==> config.mk <==
export PLATFORM = sky130hd
export DESIGN_NAME = ysyx_22050019_idu_pipe
export DESIGN_NICKNAME = d
export VERILOG_FILES = /design/src/rtl/ysyx_22050019_idu_pipe.sv
export SDC_FILE = /design/constraint.sdc
export NUM_CORES = 1
export LEC_CHECK = 0
export ABC_CLOCK_PERIOD_IN_PS = 19800
export BUFFER_PORTS_ARGS = -buffer_cell sky130_fd_sc_hd__buf_2
export CELL_PAD_IN_SITES_DETAIL_PLACEMENT = 0
export CELL_PAD_IN_SITES_GLOBAL_PLACEMENT = 1
export CORE_MARGIN = 8
export CORE_UTILIZATION = 45
export DETAILED_ROUTE_END_ITERATION = 16
export MAX_ROUTING_LAYER = met4
export PLACE_DENSITY_LB_ADDON = 0.12
export SLEW_MARGIN = 20
export SYNTH_ARGS = -nofsm -noshare
export SYNTH_HDL_FRONTEND = slang
export SYNTH_SLANG_ARGS = --single-unit
==> constraint.sdc <==
create_clock -name clk -period 19.8 [get_ports clk]
set_input_delay 1.98 -clock clk [delete_from_list [all_inputs] [get_ports clk]]
set_output_delay 1.98 -clock clk [all_outputs]
set_load 0.05 [all_outputs]
==> src/rtl/ysyx_22050019_idu_pipe.sv <==
// rtl/ysyx_22050019_idu_pipe.sv - pipelined RV32/RV64 decode stage with per-register RAW scoreboard
module ysyx_22050019_idu_pipe #(
    parameter int XLEN     = 64,
    parameter int HAS_M    = 1,
    parameter int SB_CNT_W = 2
) (
    input  logic            clk,
    input  logic            rst,
    input  logic            in_valid,
    output logic            in_ready,
    input  logic [XLEN-1:0] in_pc,
    input  logic [31:0]     in_inst,
    output logic [4:0]      rf_raddr1,
    output logic [4:0]      rf_raddr2,
    input  logic [XLEN-1:0] rf_rdata1,
    input  logic [XLEN-1:0] rf_rdata2,
    output logic            out_valid,
    input  logic            out_ready,
    output logic [XLEN-1:0] out_pc,
    output logic [31:0]     out_inst,
    output logic [XLEN-1:0] out_rs1_val,
    output logic [XLEN-1:0] out_rs2_val,
    output logic [XLEN-1:0] out_imm,
    output logic [4:0]      out_rd,
    output logic            out_rd_we,
    output logic [7:0]      out_class,
    output logic            out_is_w,
    output logic            out_illegal,
    output logic            out_ebreak,
    input  logic            wb_valid,
    input  logic [4:0]      wb_rd,
    input  logic            flush,
    output logic            sb_err,
    output logic [31:0]     stall_cnt
);

    localparam logic [7:0] CLS_SYS    = 8'h80;
    localparam logic [7:0] CLS_ALU    = 8'h40;
    localparam logic [7:0] CLS_CSR    = 8'h20;
    localparam logic [7:0] CLS_JALR   = 8'h10;
    localparam logic [7:0] CLS_JAL    = 8'h08;
    localparam logic [7:0] CLS_BRANCH = 8'h04;
    localparam logic [7:0] CLS_STORE  = 8'h02;
    localparam logic [7:0] CLS_LOAD   = 8'h01;

    logic [6:0]  opcode;
    logic [2:0]  funct3;
    logic [6:0]  funct7;
    logic [4:0]  rs1;
    logic [4:0]  rs2;
    logic [4:0]  rd;
    logic [31:0] imm_i, imm_s, imm_b, imm_u, imm_j, imm32;
    logic [XLEN-1:0] imm;
    logic        shamt_ok, wshamt_ok;
    logic        uses_rs1, uses_rs2, writes, illegal, ebreak, is_w, rd_we;
    logic [7:0]  cls;

    assign opcode = in_inst[6:0];
    assign funct3 = in_inst[14:12];
    assign funct7 = in_inst[31:25];
    assign rs1    = in_inst[19:15];
    assign rs2    = in_inst[24:20];
    assign rd     = in_inst[11:7];

    assign imm_i = {{20{in_inst[31]}}, in_inst[31:20]};
    assign imm_s = {{20{in_inst[31]}}, in_inst[31:25], in_inst[11:7]};
    assign imm_b = {{19{in_inst[31]}}, in_inst[31], in_inst[7], in_inst[30:25], in_inst[11:8], 1'b0};
    assign imm_u = {in_inst[31:12], 12'h000};
    assign imm_j = {{11{in_inst[31]}}, in_inst[31], in_inst[19:12], in_inst[20], in_inst[30:21], 1'b0};
    assign imm   = XLEN'($signed(imm32));

    // RV32 has only a 5-bit shamt, so bit 25 must also be clear there
    assign shamt_ok  = (in_inst[31:26] == 6'h00 || in_inst[31:26] == 6'h10) && !(XLEN == 32 && in_inst[25]);
    assign wshamt_ok = (in_inst[31:26] == 6'h00 || in_inst[31:26] == 6'h10) && !in_inst[25];

    always_comb begin
        uses_rs1 = 1'b0;
        uses_rs2 = 1'b0;
        writes   = 1'b0;
        illegal  = 1'b0;
        is_w     = 1'b0;
        cls      = 8'h00;
        imm32    = 32'h0;
        case (opcode)
            7'h37, 7'h17: begin writes = 1'b1; cls = CLS_ALU; imm32 = imm_u; end
            7'h6f: begin writes = 1'b1; cls = CLS_JAL; imm32 = imm_j; end
            7'h67: begin writes = 1'b1; uses_rs1 = 1'b1; cls = CLS_JALR; imm32 = imm_i; end
            7'h63: begin uses_rs1 = 1'b1; uses_rs2 = 1'b1; cls = CLS_BRANCH; imm32 = imm_b; end
            7'h03: begin writes = 1'b1; uses_rs1 = 1'b1; cls = CLS_LOAD; imm32 = imm_i; end
            7'h23: begin uses_rs1 = 1'b1; uses_rs2 = 1'b1; cls = CLS_STORE; imm32 = imm_s; end
            7'h13: begin
                writes = 1'b1; uses_rs1 = 1'b1; cls = CLS_ALU; imm32 = imm_i;
                if (funct3 == 3'd1 || funct3 == 3'd5) illegal = !shamt_ok;
            end
            7'h1b: begin
                writes = 1'b1; uses_rs1 = 1'b1; cls = CLS_ALU; imm32 = imm_i; is_w = 1'b1;
                illegal = (XLEN == 32) || ((funct3 == 3'd1 || funct3 == 3'd5) && !wshamt_ok);
            end
            7'h33: begin
                writes = 1'b1; uses_rs1 = 1'b1; uses_rs2 = 1'b1; cls = CLS_ALU;
                illegal = (HAS_M == 0) && (funct7 == 7'h01);
            end
            7'h3b: begin
                writes = 1'b1; uses_rs1 = 1'b1; uses_rs2 = 1'b1; cls = CLS_ALU; is_w = 1'b1;
                illegal = (XLEN == 32) || ((HAS_M == 0) && (funct7 == 7'h01));
            end
            7'h73: begin
                imm32 = imm_i;
                if (funct3 == 3'd0) begin
                    cls = CLS_SYS;
                end else if (funct3 == 3'd1 || funct3 == 3'd2) begin
                    writes = 1'b1; uses_rs1 = 1'b1; cls = CLS_CSR;
                end else begin
                    illegal = 1'b1;
                end
            end
            default: illegal = 1'b1;
        endcase
        // an illegal instruction traps: it reads nothing and reserves nothing
        if (illegal) begin
            uses_rs1 = 1'b0;
            uses_rs2 = 1'b0;
            writes   = 1'b0;
            is_w     = 1'b0;
            cls      = CLS_SYS;
        end
    end

    assign ebreak    = (in_inst == 32'h0010_0073);
    assign rd_we     = writes && (rd != 5'd0);
    assign rf_raddr1 = uses_rs1 ? rs1 : 5'd0;
    assign rf_raddr2 = uses_rs2 ? rs2 : 5'd0;

    logic [SB_CNT_W-1:0] sb_cnt [32];
    logic [SB_CNT_W-1:0] sb_nxt [32];
    logic                hazard, sb_full, accept;
    int                  sb_tmp;

    assign hazard   = (uses_rs1 && rs1 != 5'd0 && sb_cnt[rs1] != '0) ||
                      (uses_rs2 && rs2 != 5'd0 && sb_cnt[rs2] != '0);
    assign sb_full  = rd_we && (&sb_cnt[rd]);
    assign in_ready = !hazard && !sb_full && !flush && (!out_valid || out_ready);
    assign accept   = in_valid && in_ready;

    // a writeback against an empty counter is ignored (and flagged); flush+wb may net -2
    always_comb begin
        sb_tmp = 0;
        for (int i = 0; i < 32; i++) begin
            sb_tmp = int'(sb_cnt[i]);
            if (accept && rd_we && rd == 5'(i)) sb_tmp = sb_tmp + 1;
            if (wb_valid && i != 0 && wb_rd == 5'(i) && sb_cnt[i] != '0) sb_tmp = sb_tmp - 1;
            if (flush && out_valid && out_rd_we && out_rd == 5'(i)) sb_tmp = sb_tmp - 1;
            if (sb_tmp < 0) sb_tmp = 0;
            sb_nxt[i] = SB_CNT_W'(sb_tmp);
        end
    end

    always_ff @(posedge clk or posedge rst) begin
        if (rst) begin
            for (int i = 0; i < 32; i++) sb_cnt[i] <= '0;
            sb_err    <= 1'b0;
            stall_cnt <= 32'd0;
        end else begin
            for (int i = 0; i < 32; i++) sb_cnt[i] <= sb_nxt[i];
            if (wb_valid && wb_rd != 5'd0 && sb_cnt[wb_rd] == '0) sb_err <= 1'b1;
            if (in_valid && hazard && stall_cnt != 32'hFFFF_FFFF) stall_cnt <= stall_cnt + 32'd1;
        end
    end

    always_ff @(posedge clk or posedge rst) begin
        if (rst) begin
            out_valid   <= 1'b0;
            out_pc      <= '0;
            out_inst    <= 32'h0;
            out_rs1_val <= '0;
            out_rs2_val <= '0;
            out_imm     <= '0;
            out_rd      <= 5'd0;
            out_rd_we   <= 1'b0;
            out_class   <= 8'h00;
            out_is_w    <= 1'b0;
            out_illegal <= 1'b0;
            out_ebreak  <= 1'b0;
        end else if (accept) begin
            out_valid   <= 1'b1;
            out_pc      <= in_pc;
            out_inst    <= in_inst;
            out_rs1_val <= rf_rdata1;
            out_rs2_val <= rf_rdata2;
            out_imm     <= imm;
            out_rd      <= rd;
            out_rd_we   <= rd_we;
            out_class   <= cls;
            out_is_w    <= is_w;
            out_illegal <= illegal;
            out_ebreak  <= ebreak;
        end else if (flush || out_ready) begin
            out_valid   <= 1'b0;
        end
    end

endmodule

==> metrics.md, run 1 <==
| Metric | Value |
|---|---|
| Outcome | complete, no violations |
| Synthesized net count | ~2600 |
| Fin crit period | ~7.3 ns |
| Critical path origin | in_inst[7] |
| Critical path capture point type | output port |
| Cells after Synth | 2266 |
| Yosys warning count | 0 |
| Rel. slew slack | 0.257 |
| Die Wd | about 240 um |
| Commonest non-fill, non-tap cells in the layout | buf_2, dfrtp_1, mux2_2 |
| Cts repair resizes | 0 |
| Critical Path Fanout Max | 19 |
| Synth Register Bits | 366 |
| Die Y | approximately 240 um |
| Hold WC Path Type | flop to flop |
| Worst reg2reg path depth | 10 |
| CP Data Required Time | 17.82 ns |
| Power Density | 105 nW/um^2 |
| Fin. Hold Viols | 0 |
| Syn Std Cell Area | approximately 23000 um^2 |
| Cts bufs inserted | 43 |
| Nets | 3119 |
| Post-synth EDFFs | 0 |
| Fmax | 137 MHz |
| Hold_sp | sb_err |
| Max Cap Violations | 0 |
| CTS max path bufs | 3 |
| Antenna-violating nets left | 0 |
| Sequential-to-total area share from yosys stat | 0.396 |
| Worst reg-to-reg setup slack | between 10 and 15 ns |
| Global-route wire length before repair | between 100000 and 150000 um |
| CP Class | input port to output port |
| Std cell rows | 83 |
| GR Util met2 | 0.458 |
| Pins Over Slew Limit | 0 |
| Hpwl dp | 65100 um |
| Leak Pwr | about 13 nW |
| I/O Pins | 585 |
| Drt via density | 5.60 |
| Max incr delay on CP | 0.63 ns |
| Gpl congestion | 0.929 |
| Post-route DRC | 0 |
| Worst Setup Slack, final | 12.51 ns |
| Worst slack, placed | roughly 12 ns |
| # Post-CTS Setup Buffers | 0 |
| Final WL | slightly above 80000 um |
| Setup_tns | 0 ns |
| Most common cell after layout, fill and taps aside | buf_2 |
| RSZ-0062 raised after global routing | no |
| Critical Path, Cell by Cell | buf_2 -> inv_1 -> and3_1 -> and3_1 -> nor4_2 -> a21oi_4 -> or3_1 -> nor3_1 -> buf_2 |
| FF-to-FF End | out_pc[49] |
| Placed Cells | 3393 |
| 1st-iter DRT viols | roughly 1200 |
| Starting density of the core | 0.452 |
| TritonCTS clock tree | built |
| Met1 GRT Util | 0.330 |
| Max IR drop VDD | roughly 80 uV |
| Critical R2R Launch | sb_cnt[44] |
| Critical Path AT | 5.31 ns |
| Pin count of the biggest net entering global routing | 172 |
| Endpoints failing setup | 0 |
| # hold bufs at CTS | 0 |
| H-tree depth | 2 |
| Met3 Track Usage GR | 0.0843 |
| Hold path cells | 1 |
| Vias in the first global route | 19800 |
| PortBufs | 584 |
| Slowest cell on crit path | nor4_2 |
| Antenna violations before repair | 38 |
| DIE AREA | 58900 um^2 |
| Vias | 19600 |
| All-layer global routing usage | 0.279 |
| Layout cells sized above 1 | 0.346 |
| Layer with the highest usage | met2 |
| Startpoint Class | input port |
| Fraction of registers with async set/reset | 1.00 |
| Synthesized area per cell | between 10 and 15 um^2 |
| Area Overhead vs Synth | 20.1% |
| Synth unique cells | 88 |
| Wirelength per Cell | 23.7 um |
| GR Overflow Total | 0 |
| Hold endpoint | sb_err |
| Clock skew | 0.0188 ns |
| Layout fillers | between 4000 and 5000 |
| Worst-skew pair later-pin latency | 0.57 ns |
| Sink Count | 366 |
| Placeable Area | 51100 um^2 |
| Final period util | 0.368 |
| Worst-path clk slew | 0.05 ns |
| Initial DRT Pass Iterations | 7 |
| Clock root cell | clkbuf_16 |
| Final std cells w/o fill | ~3500 |
| Top_reg_cell synth | dfrtp_1 |
| Least-Margin Pin Slew | 1.11 ns |
==> cells in the mapped netlist (all sizes together), types with 9 or more instances <==
library cell	instances	area share
o31ai	9	0.0029
nor3	95	0.021
mux2	237	0.12
dfrtp	366	0.40
buf	90	0.025
nor4	21	0.016
mux4	25	0.025
o21ai	91	0.020
clkbuf	58	0.0094
xor2	13	0.0049
a21oi	80	0.018
nand4	35	0.0095
and2	22	0.0060
ha	126	0.068
a21o	14	0.0045
mux2i	70	0.030
or3	26	0.0070
and3	17	0.0046
nor2b	23	0.0062
inv	83	0.013
nand2	192	0.031
xnor2	131	0.051
a31oi	13	0.0035
nor2	177	0.029
o211ai	13	0.0044
nand2b	19	0.0051
nand3	70	0.018
o22ai	11	0.0030
nand4b	12	0.0045
==> per-layer routing <==
metal	vias to the layer above	wire length, um
met4	0	2440
met2	745	40000
li1	9111	-
met1	9652	33400
met5	-	0
met3	129	7070
==> flip-flops by register name, indices dropped and copies added, names as in the netlist, 8 cells and up <==
signal and cells:
out_imm 32, out_rs2_val 64, out_rs1_val 64, sb_cnt 64, out_inst 32, out_class 8
out_pc 64, stall_cnt 32
==> power by group <==
part	switching (mW)	internal, mW
registers	0.121	0.870
clock network	0.323	0.511
logic	0.739	0.359
total	1.18	1.74
==> cell families after synthesis <==
kind of cell,Yosys count,share of synthesized area
and+or+nand+nor,761,0.177
DFF,366,0.396
muxes,332,0.170
AOI/OAI and AO/OA,306,0.0843
buffers and inverters,231,0.0481
xor gates and xnor gates,144,0.0563
adders and majority gates,126,0.0682
==> how the worst max path moves through the flow <==
stage,to,slack (ns)
5_1_grt,in_ready,12.42
4_1_cts,in_ready,12.58
3_5_place_dp,out_pc[31],12.31
2_1_floorplan,out_class[0],7.66
6_report,in_ready,12.51
3_3_place_gp,out_rs1_val[37],12.41
==> worst max-delay path: cells and delay by family <==
family	cells	cell delay (ns)
and+or+nand+nor	5	1.73
buffers and inverters	3	1.22
AOI/OAI and AO/OA	1	0.33
==> final cells by class <==
cell class                      instances  area, um^2  share of cell area
Antenna cell                           38        95.1             0.00342
Clock buffer                           61        1230              0.0444
Clock inverter                         13         238             0.00856
Tap cell                              680         851              0.0306
Multi-Input combinational cell       1669       12900               0.463
Inverter                               83         319              0.0115
Sequential cell                       366        9160               0.330
Timing Repair Buffer                  595        3020               0.109
==> per-stage QoR <==
step	hold slack (ns)	total power [mW]	instance area (um^2)	utilization
final	0.463	2.92	27800	0.544
after global routing	0.500	3.06	27800	0.543
after CTS	0.464	2.94	27700	0.542
after detailed placement	0.442	2.10	26200	0.513
after global placement	0.436	2.07	26200	0.513
after floorplan	0.493	1.79	23100	-
Power figures use the tool's default switching activity.
==> run 2, diff against run 1 <==
Settings changed: ABC_CLOCK_PERIOD_IN_PS 19800 to 6250, CORE_UTILIZATION 45 to 38.
Clock period 19.8 ns to 6.25 ns, I/O delays scaled along.
==> metrics.md, run 2 (same netlist as run 1, synthesis figures left out) <==
| Metric | Value |
|---|---|
| Vias | 19800 |
| Vias in the first global route | 19800 |
| I/O Pins | 585 |
| Critical Path AT | 5.66 ns |
| Critical Path Fanout Max | 22 |
| H-tree depth | 2 |
| GR Overflow Total | 0 |
| Fin. Hold Viols | 0 |
| Global-route wire length before repair | around 130000 um |
| Drt via density | 5.45 |
| Most common cell after layout, fill and taps aside | buf_2 |
| Psw | 3.84 mW |
| Fmax | 192 MHz |
| # hold bufs at CTS | 0 |
| Worst-path clk slew | 0.06 ns |
| Die Wd | 263 um |
| Hpwl dp | between 70000 and 80000 um |
| Sequential power share | 0.338 |
| Nets | 3143 |
| Die Y | between 200 and 300 um |
| Outcome | complete, no violations |
| Gpl congestion | 0.952 |
| Wirelength per Cell | roughly 25 um |
| Sink Count | 366 |
| Leak Pwr | 12.6 nW |
| Antenna-violating nets left | 0 |
| Final WL | 91900 um |
| Clock skew | 0.0194 ns |
| Commonest non-fill, non-tap cells in the layout | buf_2, dfrtp_1, mux2_2 |
| Initial DRT Pass Iterations | 5 |
| Std cell rows | 90 |
| Switching share of total power | 0.412 |
| Setup_tns | 0 ns |
| Clock power frac | 0.284 |
| Cts repair resizes | 0 |
| Critical path origin | sb_cnt[26] |
| 1st-iter DRT viols | around 1400 |
| Max IR drop VDD | 258 uV |
| Critical path capture point type | flop |
| Area Overhead vs Synth | 21.6% |
| Post-route DRC | 0 |
| Power Density | about 330 nW/um^2 |
| FF-to-FF End | sb_cnt[41] |
| Layout cells sized above 1 | 0.352 |
| Placeable Area | 60200 um^2 |
| Rel. slew slack | 0.350 |
| Starting density of the core | 0.384 |
| Final period util | 0.832 |
| Pins Over Slew Limit | 0 |
| # Post-CTS Setup Buffers | 0 |
| RSZ-0062 raised after global routing | no |
| Worst reg-to-reg setup slack | around 1.1 ns |
| Comb power frac | 0.378 |
| Least-Margin Pin Slew | 0.975 ns |
| Critical R2R Launch | sb_cnt[26] |
| Startpoint Class | flop |
| DIE AREA | 69000 um^2 |
| CTS max path bufs | 3 |
| Internal | 5.49 mW |
| Pin count of the biggest net entering global routing | roughly 110 |
| All-layer global routing usage | 0.264 |
| Hold WC Path Type | input port to async pin |
| PortBufs | between 500 and 600 |
| Worst-skew pair later-pin latency | 0.58 ns |
| Clock root cell | clkbuf_16 |
| CP Class | flop to flop |
| Cts bufs inserted | 44 |
| Antenna violations before repair | 35 |
| TritonCTS clock tree | built |
| CP Data Required Time | 6.71 ns |
| Endpoints failing setup | 0 |
| Fin crit period | 5.20 ns |
| Max Cap Violations | 0 |
| Fin util | 0.467 |
| Worst reg2reg path depth | 14 |
run 2: cell types whose count changed in the layout (fill, tap and decap cells not counted), sizes merged:
| cell | change |
|---|---|
| buf | +23 |
| bufinv | -1 |
| clkbuf | -1 |
| clkinv | +2 |
| clkinvlp | +4 |
| diode | -8 |
run 2: area by class of cell:
type,instances,area [um^2]
diodes,30,75.1
multi-input cells,1669,12900
flip-flops and latches,366,9160
repair buffers,618,3240
fillers,5719,32100
clock inverters,18,241
well taps,782,978
inverters,83,315
clock buffers,60,1230
run 2: through the flow:
step	cell area, um^2	power, mW	hold WS, ns	instances	setup slack, ns
6_report	28100	9.34	0.0311	3626	1.05
5_1_grt	28100	9.78	0.0374	3624	0.856
4_1_cts	28000	9.43	0.00354	3596	1.14
3_5_place_dp	26600	6.73	0.449	3518	0.954
3_3_place_gp	26600	6.67	0.439	3518	1.07
2_1_floorplan	23100	5.68	0.493	2266	0.715
run 2: worst max path at each step:
stage	slack (ns)	cells after the start	to
finish	1.05	14	sb_cnt[41]
global route	0.86	14	sb_cnt[41]
CTS	1.14	14	sb_cnt[41]
detailed placement	0.95	15	sb_cnt[41]
global placement	1.07	15	sb_cnt[41]
floorplan	0.71	1	out_class[0]
run 2: power groups by stage:
stage | Sequential, mW | Clock [mW] | Combinational, mW
after floorplan | 4.09 | 0 | 1.59
after CTS | 3.15 | 2.73 | 3.55
final | 3.16 | 2.65 | 3.53
after global placement | 3.18 | 0 | 3.49
after detailed placement | 3.19 | 0 | 3.53
after global routing | 3.22 | 2.80 | 3.76
run 2: critical path, cell delays in order (launching register included):
cell and delay, ns:
dfrtp_1 0.45, nor2_1 0.52, a21oi_1 0.15, mux4_2 0.46, mux4_2 0.48, and3b_4 0.36, nor4_4 0.76, and3_1 0.45
xnor2_1 0.18, ha_1 0.23, ha_1 0.27, nand3b_1 0.13, o21ai_0 0.09, a32o_1 0.27, a221oi_1 0.28
run 2: routing by layer:
metal	up-vias	routed length, um	track usage
li1	9135	-	-
met1	9729	36900	0.307
met2	776	45200	0.446
met3	130	7380	0.0752
met4	0	2420	0.0667
met5	-	0	-
